`src/rtl/clock_pkg.sv`:
```
// Shared definitions for the MimasV2 clock: mode encodings and the default board clock rate.
package clock_pkg;

  localparam int unsigned DEF_CLK_HZ = 100_000_000;

  typedef enum logic [1:0] {
    MODE_RUN     = 2'b00,
    MODE_SET_HR  = 2'b01,
    MODE_SET_MIN = 2'b10
  } mode_e;

endpackage

```
`src/rtl/tick_prescaler.sv`:
```
// 1 Hz prescaler: free-running 0..CLK_HZ-1 counter producing the seconds tick and the
// half-second blink square wave; i_load restarts the second from zero.
module tick_prescaler #(
  parameter int unsigned CLK_HZ = clock_pkg::DEF_CLK_HZ,
  parameter int unsigned CNT_W  = 27
) (
  input  logic clk,
  input  logic reset,
  input  logic i_load,
  output logic o_tick_now,
  output logic o_tick_1hz,
  output logic o_blink
);

  logic [CNT_W-1:0] r_cnt;
  logic             r_tick;
  logic             r_blink;
  logic             w_at_max;
  logic             w_at_half;

  assign w_at_max   = (r_cnt == CNT_W'(CLK_HZ - 1));
  assign w_at_half  = (r_cnt == CNT_W'(CLK_HZ / 2 - 1));
  // Decision-cycle tick for the enable logic; a reload swallows it.
  assign o_tick_now = w_at_max & ~i_load;

  always_ff @(posedge clk) begin
    if (reset) begin
      r_cnt   <= '0;
      r_tick  <= 1'b0;
      r_blink <= 1'b1;
    end else begin
      r_cnt  <= (i_load || w_at_max) ? '0 : r_cnt + 1'b1;
      r_tick <= o_tick_now;
      if (!i_load && (w_at_max || w_at_half))
        r_blink <= ~r_blink;
    end
  end

  assign o_tick_1hz = r_tick;
  assign o_blink    = r_blink;

endmodule

```
`src/rtl/clock_time_controller.sv`:
```
// Sequences the seconds/minutes/hours counter enables and runs the button-driven
// time-set FSM (RUN -> SET_HR -> SET_MIN -> RUN) for the MimasV2 clock.
module clock_time_controller
  import clock_pkg::*;
#(
  parameter int unsigned CLK_HZ = DEF_CLK_HZ,
  parameter int unsigned CNT_W  = 27
) (
  input  logic       clk,
  input  logic       reset,
  input  logic       btn_mode,
  input  logic       btn_inc,
  input  logic       sec_wrap,
  input  logic       min_wrap,
  output logic       sec_ena,
  output logic       sec_clr,
  output logic       min_ena,
  output logic       hr_ena,
  output logic       tick_1hz,
  output logic [1:0] mode,
  output logic       blink
);

  mode_e r_state;
  mode_e w_next;
  logic  r_start;
  logic  r_sec_ena, r_sec_clr, r_min_ena, r_hr_ena;
  logic  w_sec_ena, w_sec_clr, w_min_ena, w_hr_ena;
  logic  w_load;
  logic  w_tick_now;

  // Leaving SET_MIN restarts the second so the first one after setting is full length.
  assign w_load = (r_state == MODE_SET_MIN) && btn_mode;

  tick_prescaler #(
    .CLK_HZ (CLK_HZ),
    .CNT_W  (CNT_W)
  ) u_prescaler (
    .clk        (clk),
    .reset      (reset),
    .i_load     (w_load),
    .o_tick_now (w_tick_now),
    .o_tick_1hz (tick_1hz),
    .o_blink    (blink)
  );

  always_ff @(posedge clk) begin
    if (reset) r_state <= MODE_RUN;
    else       r_state <= w_next;
  end

  always_comb begin
    w_next = r_state;
    case (r_state)
      MODE_RUN:     if (btn_mode) w_next = MODE_SET_HR;
      MODE_SET_HR:  if (btn_mode) w_next = MODE_SET_MIN;
      MODE_SET_MIN: if (btn_mode) w_next = MODE_RUN;
      default:                    w_next = MODE_RUN;
    endcase
  end

  always_comb begin
    w_sec_ena = 1'b0;
    w_min_ena = 1'b0;
    w_hr_ena  = 1'b0;
    w_sec_clr = r_start;
    case (r_state)
      MODE_RUN: begin
        w_sec_ena = w_tick_now;
        w_min_ena = w_tick_now & sec_wrap;
        w_hr_ena  = w_tick_now & sec_wrap & min_wrap;
      end
      MODE_SET_HR:  w_hr_ena = btn_inc & ~btn_mode;
      MODE_SET_MIN: begin
        w_min_ena = btn_inc & ~btn_mode;
        w_sec_clr = r_start | btn_mode;
      end
      default: ;
    endcase
  end

  // r_start marks the first cycle after reset so the seconds counter is cleared then.
  always_ff @(posedge clk) begin
    if (reset) begin
      r_start   <= 1'b1;
      r_sec_ena <= 1'b0;
      r_sec_clr <= 1'b0;
      r_min_ena <= 1'b0;
      r_hr_ena  <= 1'b0;
    end else begin
      r_start   <= 1'b0;
      r_sec_ena <= w_sec_ena;
      r_sec_clr <= w_sec_clr;
      r_min_ena <= w_min_ena;
      r_hr_ena  <= w_hr_ena;
    end
  end

  assign sec_ena = r_sec_ena;
  assign sec_clr = r_sec_clr;
  assign min_ena = r_min_ena;
  assign hr_ena  = r_hr_ena;
  assign mode    = r_state;

endmodule

```
`config.mk`:
```
export PLATFORM = sky130hd
export DESIGN_NAME = clock_time_controller
export DESIGN_NICKNAME = d
export VERILOG_FILES = /design/src/rtl/clock_pkg.sv /design/src/rtl/tick_prescaler.sv /design/src/rtl/clock_time_controller.sv
export SDC_FILE = /design/constraint.sdc
export NUM_CORES = 1
export LEC_CHECK = 0
export CORE_ASPECT_RATIO = 1.4
export CORE_MARGIN = 1
export CORE_UTILIZATION = 50
export DETAILED_ROUTE_END_ITERATION = 7
export HOLD_SLACK_MARGIN = 0.1
export PLACE_DENSITY = 0.75
export SYNTH_ARGS = -nofsm -noshare
export SYNTH_HDL_FRONTEND = slang
export SYNTH_SLANG_ARGS = --single-unit
```
`constraint.sdc`:
```
create_clock -name clk -period 4.9 [get_ports clk]
set_input_delay 0.735 -clock clk [delete_from_list [all_inputs] [get_ports clk]]
set_output_delay 0.735 -clock clk [all_outputs]
set_load 0.01 [all_outputs]
```
Word-level counts from Yosys, hierarchy flattened
Index checks and enable logic that the tools add are counted.
{ "word_totals": {"rom_bits": 0, "n_memories": 0, "wordCells": 43, "ram_bits": 0, "latchBits": 0, "regBits": 36, "inputBits": 6, "out_inout_bits": 8} }
{ "classes": {"n_shift": 0, "n_bitwise": 9, "div": 0, "addsub": 1, "n_mul": 0, "n_lt_le_gt_ge": 0, "n_eq_ne": 7, "n_reduce_logical": 9, "muxes": 8} }
{ "op_table": {"columns": ["operator", "count"], "rows": [
  ["$add A27 B1 Y27 const B", 1],
  ["$eq A27 B26 Y1 const B", 1],
  ["$eq A27 B27 Y1 const B", 1],
  ["$mux W2", 3],
  ["$ne A2 B2 Y1 const B", 3],
  ["$pmux W2 S3", 1],
  ["$and A1 B1 Y1", 4],
  ["$not A1 Y1", 4],
  ["$pmux W1 S2", 2],
  ["$reduce_or A2 Y1", 2],
  ["$reduce_and A3 Y1", 1],
  ["$eq A2 B1 Y1 const B", 1],
  ["$eq A2 B2 Y1 const B", 1],
  ["$logic_and A1 B1 Y1", 2],
  ["$logic_not A2 Y1", 1],
  ["$logic_or A1 B1 Y1", 2],
  ["$mux W1", 2],
  ["$logic_not A1 Y1", 1],
  ["$or A1 B1 Y1", 1]
]} }

Longest topological paths before layout
Gate-level depths: netlist of the first run.
{ "depth": {"ltp_word": 7, "depth_mapped": 7, "ltp_nobuf": 6} }

Cells and area by module
From an unflattened synthesis of the first run, not the netlist that was laid out.
{ "unflattened": {"hier_cells": 177, "hier_area_um2": 1681.6} }
{ "by_module_without_submodules": {"columns": ["module", "n_inst", "cells_per_inst", "area_per_inst_um2", "seq_area_each_um2"], "rows": [
  ["tick_prescaler", 1, 155, 1417.6, 580.6],
  ["clock_time_controller", 1, 22, 264.0, 140.1]
]} }

Worst setup path after synthesis of the first run
Ideal clock, no wire load.
{ "synth_timing": {"path_kind": "input-to-reg", "from": "in btn_mode", "to": "reg r_min_ena, in the netlist min_ena", "path_slack_ns": 2.824, "required_ns": 4.821, "path_buffers": 0, "path_stages": 5, "t_arrival_ns": 1.997, "cell_sequence": "and3b_1 > nand3b_1 > or3_4 > or3b_1 > a211oi_2"} }
{ "synth_between": {"elab_chain_cells": 5} }
{ "synth_rtl": {"columns": ["element", "line_no", "rtl"], "rows": [
  ["start: declaration", "clock_time_controller.sv:11", "input logic btn_mode,"],
  ["$logic_and A1 B1 Y1", "clock_time_controller.sv:33", "assign w_load = (r_state == MODE_SET_MIN) && btn_mode;"],
  ["$not A1 Y1", "tick_prescaler.sv:24", "assign o_tick_now = w_at_max & ~i_load;"],
  ["$and A1 B1 Y1", "tick_prescaler.sv:24", null],
  ["$and A1 B1 Y1", "clock_time_controller.sv:70", "w_min_ena = w_tick_now & sec_wrap;"],
  ["$pmux W1 S2 (*)", "clock_time_controller.sv:67", "case (r_state)"],
  ["end signal: assignment", "clock_time_controller.sv:94", "r_min_ena <= w_min_ena;"],
  ["end: declaration", "clock_time_controller.sv:27", "logic r_sec_ena, r_sec_clr, r_min_ena, r_hr_ena;"]
]} }
Every way passes the cells marked *; elsewhere a longest branch is shown, timed or not.
A chain may end at the register's enable or synchronous reset.

Worst setup path in the final report of the first run
Ends and elaborated chain as after synthesis.

==> impl_metrics.py, run 1 <==
metrics = {
    "logic_synthesis": {
        "seq_area_frac_synth_pct": 44.89,
        "synthCells": 178,
        "ys_async_sr_fraction_pct": 0,
        "synth_ff_type": "dfxtp_1",
        "syn_avg_cell_area_um2": 9.018,
        "yosys-top-cells-area": "dfxtp_1 45%, xor2_1 11%, nor2_1 8.7%",
        "synth.distinct_cells": 35,
        "synth_edf_count": 0,
        "ys_seq_elements": 36,
        "yosysTopAreaCell": "dfxtp_1",
        "syn_area_um2": 1605,
        "ys.warnings.count": 0,
        "yosysTopAreaCellShare_pct": 44.89,
        "synth_nets": 185,
    },
    "placement": {
        "dp_worst_setup_slack_ns": 2.214,
        "place_congestion": 0.8275,
        "dp_hpwl_um": 2133,
        "io_buffers": 13,
        "placed_cell_area_um2": 1752,
        "dp_cells": 224,
    },
    "grt": {
        "grt_util_all_layers_pct": 19.84,
        "global_route.usage.met1_pct": 19.34,
        "met2_usage_pct": 34.53,
        "antenna_found_initial": 0,
        "grt_max_degree": 28,
        "overflow": 0,
        "use_met3_pct": 7.947,
        "grt_pass1_wl_um": 5161,
        "grt_pass1_vias": 1231,
        "gr-max-usage-layer": "met2",
    },
    "timing": {
        "tightestPinTransition_ns": 1.064,
        "max_freq_mhz": 413.2,
        "slew_violations": 0,
        "min_period_over_period_pct": 49.39,
        "fin_ws_ns": 2.480,
        "setup_viol_count_final": 0,
        "hold_violations": 0,
        "max_slew_margin_pct": 29.06,
        "finalCriticalPeriod_ns": 2.420,
        "rsz0062_at_grt": "no",
        "fin_setup_tns_ns": 0,
        "skew_ns": 0.003332,
    },
    "drt": {
        "viasPerCell": 5.491,
        "ant_nets": 0,
        "wire_per_inst_um": 13.01,
        "drc_errors": 0,
        "firstDrtPassIters": 5,
        "vias": 1274,
        "drtIter0Drc": 44,
        "wl_um": 3018,
    },
    "clock_network": {
        "cts-resized-gates": 0,
        "postCtsHoldBufs": 0,
        "insertion_delay_ns": 0.29,
        "clkSinkCount": 36,
        "cts_setup_buffers": 0,
        "root_buffer": "clkbuf_8",
        "htree_levels": 2,
        "cts_tree": "yes",
        "cts_buffers": 5,
        "cts.path.max_buffers": 2,
        "cts.clk_slew.worst_paths_ns": 0.06,
    },
    "setup_path": {
        "cp-endpoint": "min_ena$_SDFF_PP0_",
        "cp_max_fo": 6,
        "cp.arrival_ns": 2.63,
        "end_kind": "flip-flop",
        "reg2reg_from": "u_prescaler.r_cnt[0]$_SDFF_PP0_",
        "worst-r2r-cell-count": 6,
        "rrSetupSlack_ns": 2.49,
        "crit_start": "btn_mode",
        "r2r_end": "u_prescaler.r_cnt[22]$_SDFF_PP0_",
        "worstPathRequired_ns": 5.11,
        "crit_type": "input port to flip-flop",
        "start_kind": "input port",
    },
    "die": {
        "rows": 24,
        "die_area_um2": 3445,
        "die_y_um": 69.05,
        "io_pins": 14,
        "dieWidth_um": 49.89,
        "core_area_um2": 3093,
        "start_util_pct": 51.90,
    },
    "finish": {
        "syn2layout_area_growth_pct": 14.73,
        "fillers": 285,
        "stdcell_count": 232,
        "num-nets-final": 199,
        "drive_gt1_share_pct": 10.36,
        "design_area_um2": 1842,
        "multi_input_area_um2": 848.3,
        "insertedDiodeCount": 0,
        "regArea_um2": 720.7,
    },
    "pwr": {
        "p_per_area_nw_per_um2": 293.5,
        "ir_drop_v": 0.0002001,
        "p_leak_nw": 0.6420,
    },
    "status": {
        "status": "finished, final reports clean",
    },
    "hold_path": {
        "holdCritPathClass": "flip-flop to flip-flop",
    },
    "run": {
        "max_cap_viol_count": 0,
    },
}
## worst max-delay path, cell delays in order
cell and delay (ns):
clkdlybuf4s50_1 0.49, and3b_1 0.25, nand3b_1 0.18, or3_4 0.36, or3b_1 0.39, a211oi_2 0.22
## worst min-delay path by stage
stage | slack [ns] | depth (start not counted) | endpoint | from
finish | 0.45 | 1 | u_prescaler.r_cnt[0]$_SDFF_PP0_ | u_prescaler.r_cnt[0]$_SDFF_PP0_
global route | 0.47 | 1 | u_prescaler.r_cnt[0]$_SDFF_PP0_ | u_prescaler.r_cnt[0]$_SDFF_PP0_
CTS | 0.46 | 1 | u_prescaler.r_cnt[0]$_SDFF_PP0_ | u_prescaler.r_cnt[0]$_SDFF_PP0_
detailed placement | 0.45 | 1 | u_prescaler.r_cnt[0]$_SDFF_PP0_ | u_prescaler.r_cnt[0]$_SDFF_PP0_
global placement | 0.43 | 1 | u_prescaler.r_cnt[0]$_SDFF_PP0_ | u_prescaler.r_cnt[0]$_SDFF_PP0_
floorplan | 0.42 | 2 | sec_clr$_SDFF_PP0_ | r_start$_DFF_P_
## cells in the final DEF (no fill, tap or decap), drive strengths merged
master / synthesis / final
nor2: 37 / 37
clkbuf: 2 / 8
clkdlybuf4s50: 0 / 13
ha: 1 / 1
and2: 2 / 2
nor2b: 1 / 1
xor2: 20 / 20
and4: 6 / 6
and4bb: 1 / 1
o21ai: 1 / 1
a21oi: 2 / 2
nand3b: 4 / 4
or3: 3 / 3
a211oi: 2 / 2
nand4: 9 / 9
dfxtp: 36 / 36
and3: 6 / 6
inv: 1 / 1
nand3: 10 / 10
or3b: 2 / 2
nand2: 12 / 12
xnor2: 6 / 6
nor3: 3 / 3
or2: 1 / 1
mux2i: 1 / 1
nor4: 4 / 4
and3b: 1 / 1
## cell usage after synthesis, types with 3 or more instances
cell type	number
nor2_1	37
dfxtp_1	36
xor2_1	20
nand2_1	11
nand3_1	10
nand4_1	9
xnor2_1	6
and4_1	4
nand3b_1	4
and3_1	3
and3_2	3
nor3_1	3
## sequential cells by signal, summed over array words and instances, names as in the netlist
name                    cells
hr_ena                      1
min_ena                     1
mode                        2
r_start                     1
sec_clr                     1
sec_ena                     1
u_prescaler.o_blink         1
u_prescaler.o_tick_1hz      1
u_prescaler.r_cnt          27
## per-stage QoR
step	hold WS [ns]	power (mW)	utilization, %
after floorplan	0.4161	0.3243	-
after global placement	0.4285	0.3335	56.63
after detailed placement	0.4464	0.3347	56.63
after CTS	0.4586	0.5493	59.55
after global routing	0.4713	0.5663	59.55
final	0.4524	0.5405	59.55
## where the power goes
part           switching [mW]  total [mW]  internal (mW)
Clock                  0.0980       0.212          0.114
Sequential            0.00560       0.303          0.298
Combinational          0.0122      0.0248         0.0127
Total                   0.116       0.541          0.425
## cells by family (layout without fill, tap and decap cells)
| logic type | count (synthesis) | after routing | share of synthesized area [%] |
|---|---|---|---|
| multiplexers | 1 | 1 | 0.6236 |
| AO/OA/AOI/OAI | 5 | 5 | 2.416 |
| buffers and inverters | 7 | 22 | 2.260 |
| AND/OR/NAND/NOR | 102 | 102 | 34.84 |
| flip-flops | 36 | 36 | 44.89 |
| adder cells (fa/ha/maj) | 1 | 1 | 0.7793 |
| XOR/XNOR | 26 | 26 | 14.19 |
## metal layers
layer	part of all wire, %	vias to the layer above
met5	0	-
met1	41	599
met4	3.0	0
li1	-	640
met3	3.6	9
met2	52	26
## area by class of cell
type                            instances  share of cell area, %
Multi-Input combinational cell        135                  46.06
Clock buffer                            8                  4.891
Tap cell                               39                  2.649
Inverter                                1                 0.2038
Sequential cell                        36                  39.13
Timing Repair Buffer                   13                  7.065
Note: power is estimated with default switching activity, not from simulation.
==> run 2, diff against run 1 <==
--- a/config.mk
+++ b/config.mk
@@ -10,7 +10,7 @@
 export CORE_UTILIZATION = 50
 export DETAILED_ROUTE_END_ITERATION = 7
 export HOLD_SLACK_MARGIN = 0.1
-export PLACE_DENSITY = 0.75
+export PLACE_DENSITY = 0.77
 export SYNTH_ARGS = -nofsm -noshare
 export SYNTH_HDL_FRONTEND = slang
 export SYNTH_SLANG_ARGS = --single-unit
==> constraint.sdc (replaced) <==
create_clock -name clk -period 2.2 [get_ports clk]
set_input_delay 0.33 -clock clk [delete_from_list [all_inputs] [get_ports clk]]
set_output_delay 0.33 -clock clk [all_outputs]
set_load 0.01 [all_outputs]
==> run 2 against run 1 <==
Against the previous run: global-route usage rose by 0.60 points; worst hold slack got worse by 0.0090 ns; final cell count rose by 3.9%; sequential share of layout area fell by 1.6 points; setup slack got worse by 2.3 ns; sequential power rose by 120%; first-iteration DRC count fell by 43%; via count rose by 1.6%; routed wire length rose by 1.9%; combinational power rose to 2.9 times the previous value; register-to-register slack got worse by 2.3 ns; clock power rose by 120%; largest cell class unchanged; highest routed layer unchanged.
==> impl_metrics.py, run 2 (synthesis gave the netlist of run 1 again) <==
metrics = {
    "die": {
        "io_pins": 14,
        "start_util_pct": 51.90,
        "die_y_um": 69.05,
        "die_area_um2": 3445,
        "dieWidth_um": 49.89,
        "core_area_um2": 3093,
        "rows": 24,
    },
    "clock_network": {
        "root_buffer": "clkbuf_8",
        "htree_levels": 2,
        "postCtsHoldBufs": 0,
        "cts_buffers": 5,
        "cts.path.max_buffers": 2,
        "cts_tree": "yes",
        "cts_setup_buffers": 0,
        "insertion_delay_ns": 0.29,
        "cts.clk_slew.worst_paths_ns": 0.07,
        "clkSinkCount": 36,
        "cts-resized-gates": 0,
    },
    "timing": {
        "skew_ns": 0.004859,
        "max_slew_margin_pct": 75.11,
        "max_freq_mhz": 494.9,
        "fin_ws_ns": 0.1792,
        "fin_setup_tns_ns": 0,
        "finalCriticalPeriod_ns": 2.021,
        "min_period_over_period_pct": 91.85,
        "rsz0062_at_grt": "no",
        "slew_violations": 0,
        "setup_viol_count_final": 0,
        "tightestPinTransition_ns": 0.3699,
        "hold_violations": 0,
    },
    "setup_path": {
        "cp.arrival_ns": 2.23,
        "worstPathRequired_ns": 2.41,
        "end_kind": "flip-flop",
        "reg2reg_from": "u_prescaler.r_cnt[0]$_SDFF_PP0_",
        "start_kind": "flip-flop",
        "crit_type": "flip-flop to flip-flop",
        "crit_start": "u_prescaler.r_cnt[0]$_SDFF_PP0_",
        "cp_max_fo": 5,
    },
    "finish": {
        "num-nets-final": 208,
        "syn2layout_area_growth_pct": 19.72,
        "fillers": 263,
        "top_register": "u_prescaler.r_cnt",
        "final_cell_mix": "37 x nor2_1, 36 x dfxtp_1, 20 x xor2_1, 13 x clkdlybuf4s50_1, 11 x nand2_1",
        "multi_input_area_um2": 848.3,
        "final_common_cell": "nor2_1",
        "regArea_um2": 720.7,
        "insertedDiodeCount": 0,
        "largest_register_ffs": 27,
        "drive_gt1_share_pct": 14.36,
    },
    "drt": {
        "vias": 1295,
        "wl_um": 3076,
        "ant_nets": 0,
        "wire_per_inst_um": 12.76,
        "drc_errors": 0,
        "drtIter0Drc": 25,
        "viasPerCell": 5.373,
        "firstDrtPassIters": 4,
    },
    "grt": {
        "antenna_found_initial": 0,
        "grt_max_degree": 28,
        "grt_pass1_wl_um": 5285,
        "grt_util_all_layers_pct": 20.43,
        "overflow": 0,
        "grt_pass1_vias": 1249,
    },
    "run": {
        "max_cap_viol_count": 0,
    },
    "placement": {
        "dp_hpwl_um": 2235,
        "place_congestion": 0.8756,
        "dp_worst_setup_slack_ns": 0.03279,
        "io_buffers": 13,
    },
    "pwr": {
        "p_per_area_nw_per_um2": 631.8,
        "ir_drop_v": 0.0005048,
        "p_leak_nw": 0.6935,
    },
    "status": {
        "status": "finished, final reports clean",
    },
    "hold_path": {
        "worstHoldStart": "r_start$_DFF_P_",
        "holdCritPathClass": "flip-flop to flip-flop",
    },
}
## run 2: critical path, cell delays in order, from the launching register on
cell and delay (ns):
dfxtp_1 0.35, ha_1 0.25, and4_1 0.23, nand4_1 0.12, or3_4 0.40, or3b_1 0.39
a211oi_2 0.21
## run 2: final cells by class
| cell class | instances | share of cell area, % |
|---|---|---|
| Inverter | 1 | 0.1953 |
| Multi-Input combinational cell | 135 | 44.14 |
| Timing Repair Buffer | 22 | 10.94 |
| Tap cell | 39 | 2.539 |
| Clock buffer | 8 | 4.688 |
| Sequential cell | 36 | 37.50 |
## run 2: path summary, 6_finish.rpt
kind                              to  slack, ns  cells after the start
hold reg to reg   sec_clr$_SDFF_PP0_       0.44                      2
setup / recovery  min_ena$_SDFF_PP0_       0.18                      6
hold / removal    sec_clr$_SDFF_PP0_       0.44                      2
setup reg to reg  min_ena$_SDFF_PP0_       0.18                      6
## run 2: per-stage QoR
step | power [mW] | area [um2] | util [%] | std cells | hold slack (ns)
final | 1.214 | 1922 | 62.14 | 241 | 0.4434
after global routing | 1.270 | 1922 | 62.14 | 241 | 0.4686
after CTS | 1.235 | 1922 | 62.14 | 241 | 0.4461
after detailed placement | 0.7580 | 1832 | 59.22 | 233 | 0.4402
after global placement | 0.7545 | 1832 | 59.22 | 233 | 0.4252
after floorplan | 0.7223 | 1605 | - | 178 | 0.3577
## run 2: power by group
part           internal (mW)  switching (mW)
clock                  0.255           0.216
combinational         0.0383          0.0345
sequential             0.663         0.00791
total                  0.956           0.258
## run 2: metal layers
layer	GRT usage, %	wire length [um]	vias up
li1	-	-	659
met1	22.56	1308	606
met2	33.78	1568	21
met3	4.857	93	9
met4	13.65	105	0
met5	0	0	-
